**config.mk**
```make
export PLATFORM = sky130hd
export DESIGN_NAME = regfile_sb
export DESIGN_NICKNAME = d
export VERILOG_FILES = /design/src/rtl/regfile_sb.sv
export SDC_FILE = /design/constraint.sdc
export NUM_CORES = 2
export LEC_CHECK = 0
export BUFFER_PORTS_ARGS = -buffer_cell sky130_fd_sc_hd__buf_4
export CAP_MARGIN = 20
export CORE_MARGIN = 2
export CORE_UTILIZATION = 47
export CTS_BUF_LIST = sky130_fd_sc_hd__clkbuf_4 sky130_fd_sc_hd__clkbuf_8
export DETAILED_ROUTE_END_ITERATION = 7
export PLACE_DENSITY_LB_ADDON = 0.08
export SYNTH_ARGS = -nofsm -noshare
export SYNTH_HDL_FRONTEND = slang
export SYNTH_SLANG_ARGS = --single-unit
```
**constraint.sdc**
```tcl
create_clock -name clk_i -period 36 [get_ports clk_i]
set_input_delay 1.8 -clock clk_i [delete_from_list [all_inputs] [get_ports clk_i]]
set_output_delay 1.8 -clock clk_i [all_outputs]
set_load 0.02 [all_outputs]
```
**src/rtl/regfile_sb.sv**
```systemverilog
`default_nettype none
// ============================================================================
// Module      : regfile_sb
// Description : Multi-read, dual-write register file with an integrated
//               scoreboard (one busy bit per register). Register 0 is
//               hard-wired to zero and can never become busy.
//
// Optional feature macro: REGFILE_SB_BYPASS_EN
//   undefined : reads return the pre-write value in the cycle of a write,
//               and read_busy_o is the registered busy bit.
//   defined   : same-cycle write data is forwarded to matching read ports
//               (port 1 over port 0), and a register being written this
//               cycle reports not-busy unless it is also being issued.
//
// Ports:
//   clk_i          rising-edge clock
//   reset_i        asynchronous active-high reset (clears data and busy)
//   read_reg_i     NREAD packed read addresses, port k at [k*AW +: AW]
//   read_data_o    NREAD packed read data,      port k at [k*XLEN +: XLEN]
//   read_busy_o    busy bit of each addressed register
//   write0_*       write port 0 (enable, address, data)
//   write1_*       write port 1 (enable, address, data), wins on collision
//   issue_i/_reg_i mark destination register pending at the next edge
//   stall_o        any read port busy, or WAW hit on the issue destination
//
// Revision    : 1.0 - initial release
// ============================================================================
module regfile_sb #(
    parameter int XLEN  = 32,
    parameter int NREGS = 32,
    parameter int NREAD = 2,
    localparam int AW   = (NREGS > 1) ? $clog2(NREGS) : 1
) (
    input  logic                    clk_i,
    input  logic                    reset_i,
    input  logic [NREAD*AW-1:0]     read_reg_i,
    output logic [NREAD*XLEN-1:0]   read_data_o,
    output logic [NREAD-1:0]        read_busy_o,
    input  logic                    write0_i,
    input  logic [AW-1:0]           write0_reg_i,
    input  logic [XLEN-1:0]         write0_data_i,
    input  logic                    write1_i,
    input  logic [AW-1:0]           write1_reg_i,
    input  logic [XLEN-1:0]         write1_data_i,
    input  logic                    issue_i,
    input  logic [AW-1:0]           issue_reg_i,
    output logic                    stall_o
);

    logic [XLEN-1:0]  r_regs [NREGS];
    logic [NREGS-1:0] r_busy;

    logic             w_wr0_en;
    logic             w_wr1_en;
    logic             w_iss_en;
    logic [NREGS-1:0] w_busy_next;
    logic             w_waw;

    // Writes and issues to register 0 are dropped here, so nothing below
    // ever has to special-case them.
    assign w_wr0_en = write0_i && (write0_reg_i != '0);
    assign w_wr1_en = write1_i && (write1_reg_i != '0);
    assign w_iss_en = issue_i  && (issue_reg_i  != '0);

    // Data storage. Port 1 is applied after port 0 so it wins a collision.
    always_ff @(posedge clk_i or posedge reset_i) begin
        if (reset_i) begin
            for (int i = 0; i < NREGS; i++) begin
                r_regs[i] <= '0;
            end
        end else begin
            if (w_wr0_en) begin
                r_regs[write0_reg_i] <= write0_data_i;
            end
            if (w_wr1_en) begin
                r_regs[write1_reg_i] <= write1_data_i;
            end
        end
    end

    // Writes clear busy first, then an issue sets it, so an issue to the
    // register being written leaves it busy.
    always_comb begin
        w_busy_next = r_busy;
        if (w_wr0_en) begin
            w_busy_next[write0_reg_i] = 1'b0;
        end
        if (w_wr1_en) begin
            w_busy_next[write1_reg_i] = 1'b0;
        end
        if (w_iss_en) begin
            w_busy_next[issue_reg_i] = 1'b1;
        end
        w_busy_next[0] = 1'b0;
    end

    always_ff @(posedge clk_i or posedge reset_i) begin
        if (reset_i) begin
            r_busy <= '0;
        end else begin
            r_busy <= w_busy_next;
        end
    end

    generate
        for (genvar k = 0; k < NREAD; k++) begin : g_read
            logic [AW-1:0]   w_addr;
            logic [XLEN-1:0] w_data;
            logic            w_busy;

            assign w_addr = read_reg_i[k*AW +: AW];

            always_comb begin
                w_data = (w_addr == '0) ? '0 : r_regs[w_addr];
                w_busy = r_busy[w_addr];
`ifdef REGFILE_SB_BYPASS_EN
                // Forwarding is suppressed during reset so that the outputs
                // stay at zero while reset_i is held.
                if (!reset_i && (w_addr != '0)) begin
                    if (w_wr1_en && (write1_reg_i == w_addr)) begin
                        w_data = write1_data_i;
                    end else if (w_wr0_en && (write0_reg_i == w_addr)) begin
                        w_data = write0_data_i;
                    end
                    if (((w_wr1_en && (write1_reg_i == w_addr)) ||
                         (w_wr0_en && (write0_reg_i == w_addr))) &&
                        !(w_iss_en && (issue_reg_i == w_addr))) begin
                        w_busy = 1'b0;
                    end
                end
`endif
            end

            assign read_data_o[k*XLEN +: XLEN] = w_data;
            assign read_busy_o[k]              = w_busy;
        end
    endgenerate

    // WAW hazard: issuing to a register that already has a write in flight.
    assign w_waw   = issue_i && r_busy[issue_reg_i];
    assign stall_o = (|read_busy_o) || w_waw;

endmodule
`default_nettype wire
```
# Word level (Yosys, flattened, before mapping)
# Cells that the tools add are included.
[totals]
out_inout_bits = 67
inputBits = 94
ff_bits = 1055
[classes]
n_reduce_logical = 16
n_lt_le_gt_ge = 14
mux = 31
n_bitwise = 9
[op_table]
columns = ["operator", "n"]
rows = [
  ["$bwmux 1024", 2],
  ["$mux 1024", 2],
  ["$mux 32", 11],
  ["$bmux 32 s5", 2],
  ["$demux 32 s5", 2],
  ["$and 32x32->32", 2],
  ["$not 32->32", 2],
  ["$or 32x32->32", 1],
  ["$lt 5x6->1 const B", 5],
  ["$ge 6x6->1 const B", 4],
  ["$not 5->6", 4],
  ["$bmux 1 s5", 3],
  ["$demux 1 s5", 3],
  ["$ge 5x1->1 const B", 3],
  ["$reduce_bool 5->1", 3],
  ["$lt 6x1->1 const B", 2],
  ["$logic_not 5->1", 2],
  ["$logic_and 1x1->1", 9],
  ["$mux 1", 6],
  ["$reduce_or 2->1", 1],
  ["$logic_or 1x1->1", 1],
]

# Depth between registers and ports, before layout
[depth]
word_depth = 11
ltp_mapped = 9
ltp_nobuf = 5

# Worst setup path after synthesis
# Ideal clock, no wire load.
[synth_path]
path_kind = "input to output"
start = "input port read_reg_i[0]"
end = "output port stall_o"
path_slack_ns = 30.402
t_required_ns = 34.200
cell_stages = 8
t_arrival_ns = 3.798
path_buffers = 3
path_cell_list = "buf_2 -> clkbuf_1 -> buf_2 -> mux4_2 -> mux2i_1 -> nor3_1 -> a311oi_1 -> or4b_1"
[synth_between]
elab_chain_cells = 4
[synth_rtl]
columns = ["element", "line", "text"]
rows = [
  ["from (decl)", "36", "input logic [NREAD*AW-1:0] read_reg_i,"],
  ["$bmux 1 s5", "115", "w_busy = r_busy[w_addr];"],
  ["$mux 1 (implied by the code)", "115", ""],
  ["$reduce_or 2->1", "141", "assign stall_o = (|read_busy_o) || w_waw;"],
  ["$logic_or 1x1->1", "141", ""],
  ["to (decl)", "47", "output logic stall_o"],
]
# No other way between the ends. The select of a mux whose other input is x is not followed.

# Final worst setup path
[layout_path]
start = "input port read_reg_i[5]"
end = "output port read_data_o[34]"
[layout_between]
elab_chain_cells = 5
[layout_rtl]
columns = ["element", "line", "text"]
rows = [
  ["$not 5->6 (implied by the code)", "114", "w_data = (w_addr == '0) ? '0 : r_regs[w_addr];"],
  ["$bmux 32 s5", "114", ""],
  ["$mux 32 (implied by the code) (2 in a row)", "114", ""],
  ["$mux 32 *", "114", ""],
  ["to (decl)", "37", "output logic [NREAD*XLEN-1:0] read_data_o,"],
]
# Mark *: on every way between the ends. The rest lies on a longest branch, timed or not. The select of a mux whose other input is x is not followed.

==> out/metrics.sh <==
SYNTHESIS.AREA_UM2=64900
PORT_BUFFERS=160
POST_SYNTH_MAIN_AREA_CONTRIBUTORS='sky130_fd_sc_hd__dfrtp_1 41%, sky130_fd_sc_hd__mux4_2 23%, sky130_fd_sc_hd__mux2i_1 14%, sky130_fd_sc_hd__a21oi_1 4.2%, sky130_fd_sc_hd__o21ai_0 4.1%'
SYNTHESIS.INSTANCES=5867
TRITONCTS_NUM_SINKS=1055
OVERALL_TRACK_DEMAND_OVER_CAPACITY_IN_GLOBAL_ROUTING=0.357
WORST_SLEW_MARGIN_REL=0.183
CHIPHEIGHT_UM=376
ROUTED_VIA_DENSITY=6.65
R2R_START='r_regs[670]'
MAX_CAP_VIOLATIONS=0
MIN_TO='r_regs[1008]'
TIMING.REG2REG.WORST_PATH_DEPTH=3
HOLD_VIOL_FINAL=0
HOLDCRITPATHCLASS='flop to flop'
REGISTER_BIT_COUNT_REPORTED_BY_YOSYS=1055
ROUTE.DETAILED.DRC=0
MAX_SLEW.WORST_PIN.SLEW_PS=1230
RELATIVE_AREA_CHANGE_FROM_SYNTHESIS_TO_FINAL_LAYOUT_PCT=9.19
BOUNDARYPINS=161
GLOBALROUTEOVERFLOWTOTAL=0
FINALWEIGHTEDCONGESTION=0.818
FINAL_MIN_PERIOD_OVER_CLOCK_PERIOD=0.216
WL_UM=252000
SYNTH_AREA_LEADER_CELL='sky130_fd_sc_hd__dfrtp_1'
DIE_AREA_UM2=141000
POST-SYNTH-TOP-AREA-FRACTION=0.407
CRITICALPATHCATEGORY='input port to output pin'
CLOCK_INSERTION_DELAY_AT_THE_LATER_PIN_OF_THE_SKEW_REPORT_PS=920
CRITPATHLAUNCHTYPE='input port'
CRITPATHREQUIREDTIME_PS=34200
SYNTH-SEQ-AREA-SHARE=0.407
CTS_HOLD_REPAIR.BUFFERS=0
FINALCRITICALPERIOD_PS=7760
SYN-MEAN-INSTANCE-AREA_UM2=11.1
WHS_PATH_DEPTH=0
GRT_PASS1_WL_UM=361000
CTS_ROOT_BUF='sky130_fd_sc_hd__clkbuf_8'
CLOCK_TREE_FROM_TRITONCTS='done'
CRITICAL_PATH.REG2REG.ENDPOINT='r_regs[670]'
FIRST_ITER_VIOLATIONS=6674
CLOCK-SKEW-FINAL_PS=0
CTS_INSERTED_BUFFERS=188
HPWLAFTERDP_UM=132000
VIAS=50200
WIDTH_OF_THE_CHIP_UM=376
FLOORPLAN.INITIALDENSITY=0.473
POWER.STATIC_LEAKAGE_nW=31.0
SYN-NUM-NETS=5961
FINISH.NET_COUNT=5692
FP-ROW-COUNT=136
CORE_REGION_AREA_UM2=137000
DRIVE_ABOVE_1_SHARE=0.231
CP.ARRIVAL_PS=5960
MOSTFREQUENTLAYOUTCELL='sky130_fd_sc_hd__dfrtp_1'
CLOCK_PATH_BUFFERS=3
IR_WORST_VDD_V=0.0000403
MOST-COMMON-LAYOUT-CELLS='1055 x sky130_fd_sc_hd__dfrtp_1, 915 x sky130_fd_sc_hd__mux2i_1, 653 x sky130_fd_sc_hd__mux4_2, 558 x sky130_fd_sc_hd__nand2_1, 557 x sky130_fd_sc_hd__nor2_1'
POST_DRT_WL_PER_CELL_UM=33.4
DETAILED_PLACE.AREA_UM2=66700
PINS_OVER_SLEW_LIMIT=0
CLKTRANSATPATHREGS_PS=60
CTS_MAX_LEVEL=4
FINALSETUPTNS_PS=0
BEGINNING_OF_THE_WORST_HOLD_PATH='r_regs[1008]'
POST_CTS_BUFFERS=0
CRIT_PATH_END_KIND='output pin'
CTS_RESIZED=0
INITIAL_ANTENNA_VIOLATION_COUNT=15
GRT_SETUP_UNREPAIRED='false'
POWER.DENSITY_nW_PER_UM2=56.5
TOTALPOWERFINAL_mW=4.00
GRT_PASS1_VIAS=47600
FILL_CELLS=12100
CP_MAX_FO=85
SETUP_VIOL=0
SYNTH.YOSYS.WARNINGS=0
POST_SYNTH_NUM_CELL_TYPES=45
MAX_FREQ_GHz=0.129
FIRST_PASS_ITERS=6
GRT_MAX_DEGREE=166
OUTCOME='finished, final reports clean'
ANTENNA_LEFT=0
FINALINSTANCEAREA_UM2=70900
REGTOREGSETUPSLACK_PS=35050
Yosys cell counts, drive strengths merged:
| cell | count |
|---|---|
| a21boi | 2 |
| a21o | 1 |
| a21oi | 543 |
| a221oi | 3 |
| a22o | 3 |
| a22oi | 3 |
| a311oi | 3 |
| a31oi | 1 |
| a32o | 19 |
| a32oi | 96 |
| and2 | 8 |
| and2b | 1 |
| and3 | 5 |
| and3b | 5 |
| buf | 215 |
| clkbuf | 514 |
| dfrtp | 1055 |
| inv | 71 |
| mux2 | 5 |
| mux2i | 915 |
| mux4 | 653 |
| nand2 | 590 |
| nand2b | 7 |
| nand3 | 5 |
| nand3b | 3 |
| nand4 | 1 |
| nand4b | 2 |
| nor2 | 575 |
| nor2b | 10 |
| nor3 | 9 |
| nor3b | 8 |
| nor4 | 2 |
| o21ai | 526 |
| o311ai | 1 |
| o41ai | 1 |
| or2 | 4 |
| or4 | 1 |
| or4b | 1 |
layout make-up:
class	instances	area [µm²]	share of cell area
diodes	9	22.5	0.000318
clock buffers	297	3780	0.0534
clock inverters	32	263	0.00371
inverters	71	274	0.00387
multi-input cells	4012	35700	0.504
flip-flops and latches	1055	26400	0.373
well taps	1794	2240	0.0317
repair buffers	270	2140	0.0302
through the flow:
| step | cells | worst slack, ps | hold WS, ps | util |
|---|---|---|---|---|
| finish | 7540 | 28240 | 394 | 0.516 |
| global route | 7536 | 27990 | 406 | 0.516 |
| CTS | 7527 | 28050 | 396 | 0.515 |
| detailed placement | 7198 | 28050 | 383 | 0.486 |
| global placement | 7198 | 28090 | 376 | 0.486 |
| floorplan | 5867 | 4500 | 441 | - |
sequential cells by signal, indices dropped and copies added (netlist names):
signal and count:
r_busy 31, r_regs 1024
critical path, cell delays in order:
cell                      delay [ps]
sky130_fd_sc_hd__buf_8           610
sky130_fd_sc_hd__buf_12          640
sky130_fd_sc_hd__buf_4           800
sky130_fd_sc_hd__mux4_2          600
sky130_fd_sc_hd__mux4_2          460
sky130_fd_sc_hd__nand2_1          90
sky130_fd_sc_hd__o21ai_0         390
sky130_fd_sc_hd__buf_4           350
report_power, final:
part	switching [mW]	internal, mW
combinational	0.454	0.579
clock	0.549	0.678
sequential	0.247	1.49
metal layers:
metal / up-vias / global-route usage / wire length, µm
met3: 483 / 0.0909 / 26100
li1: 21000 / - / -
met1: 25800 / 0.521 / 107000
met5: - / 0 / 44
met2: 2851 / 0.522 / 111000
met4: 8 / 0.119 / 8440
worst max path at each step:
| stage | cells after the start | slack, ps | end | startpoint |
|---|---|---|---|---|
| after floorplan | 1 | 4500 | r_busy[10] | reset_i |
| after detailed placement | 8 | 28050 | read_data_o[44] | read_reg_i[5] |
| after global routing | 8 | 27990 | read_data_o[34] | read_reg_i[5] |
| final | 8 | 28240 | read_data_o[34] | read_reg_i[5] |
| after CTS | 8 | 28050 | read_data_o[44] | read_reg_i[5] |
| after global placement | 8 | 28090 | read_data_o[44] | read_reg_i[5] |
logic make-up (layout without fill, tap and decap cells):
logic type             Yosys count  in the layout  share of synthesized area
AND/OR/NAND/NOR               1237           1237                     0.0747
buffers and inverters          800            670                     0.0491
AO/OA/AOI/OAI                 1202           1202                      0.101
flip-flops                    1055           1055                      0.407
multiplexers                  1573           1573                      0.369
other                            0              9                          0
Power figures use the tool's default switching activity.
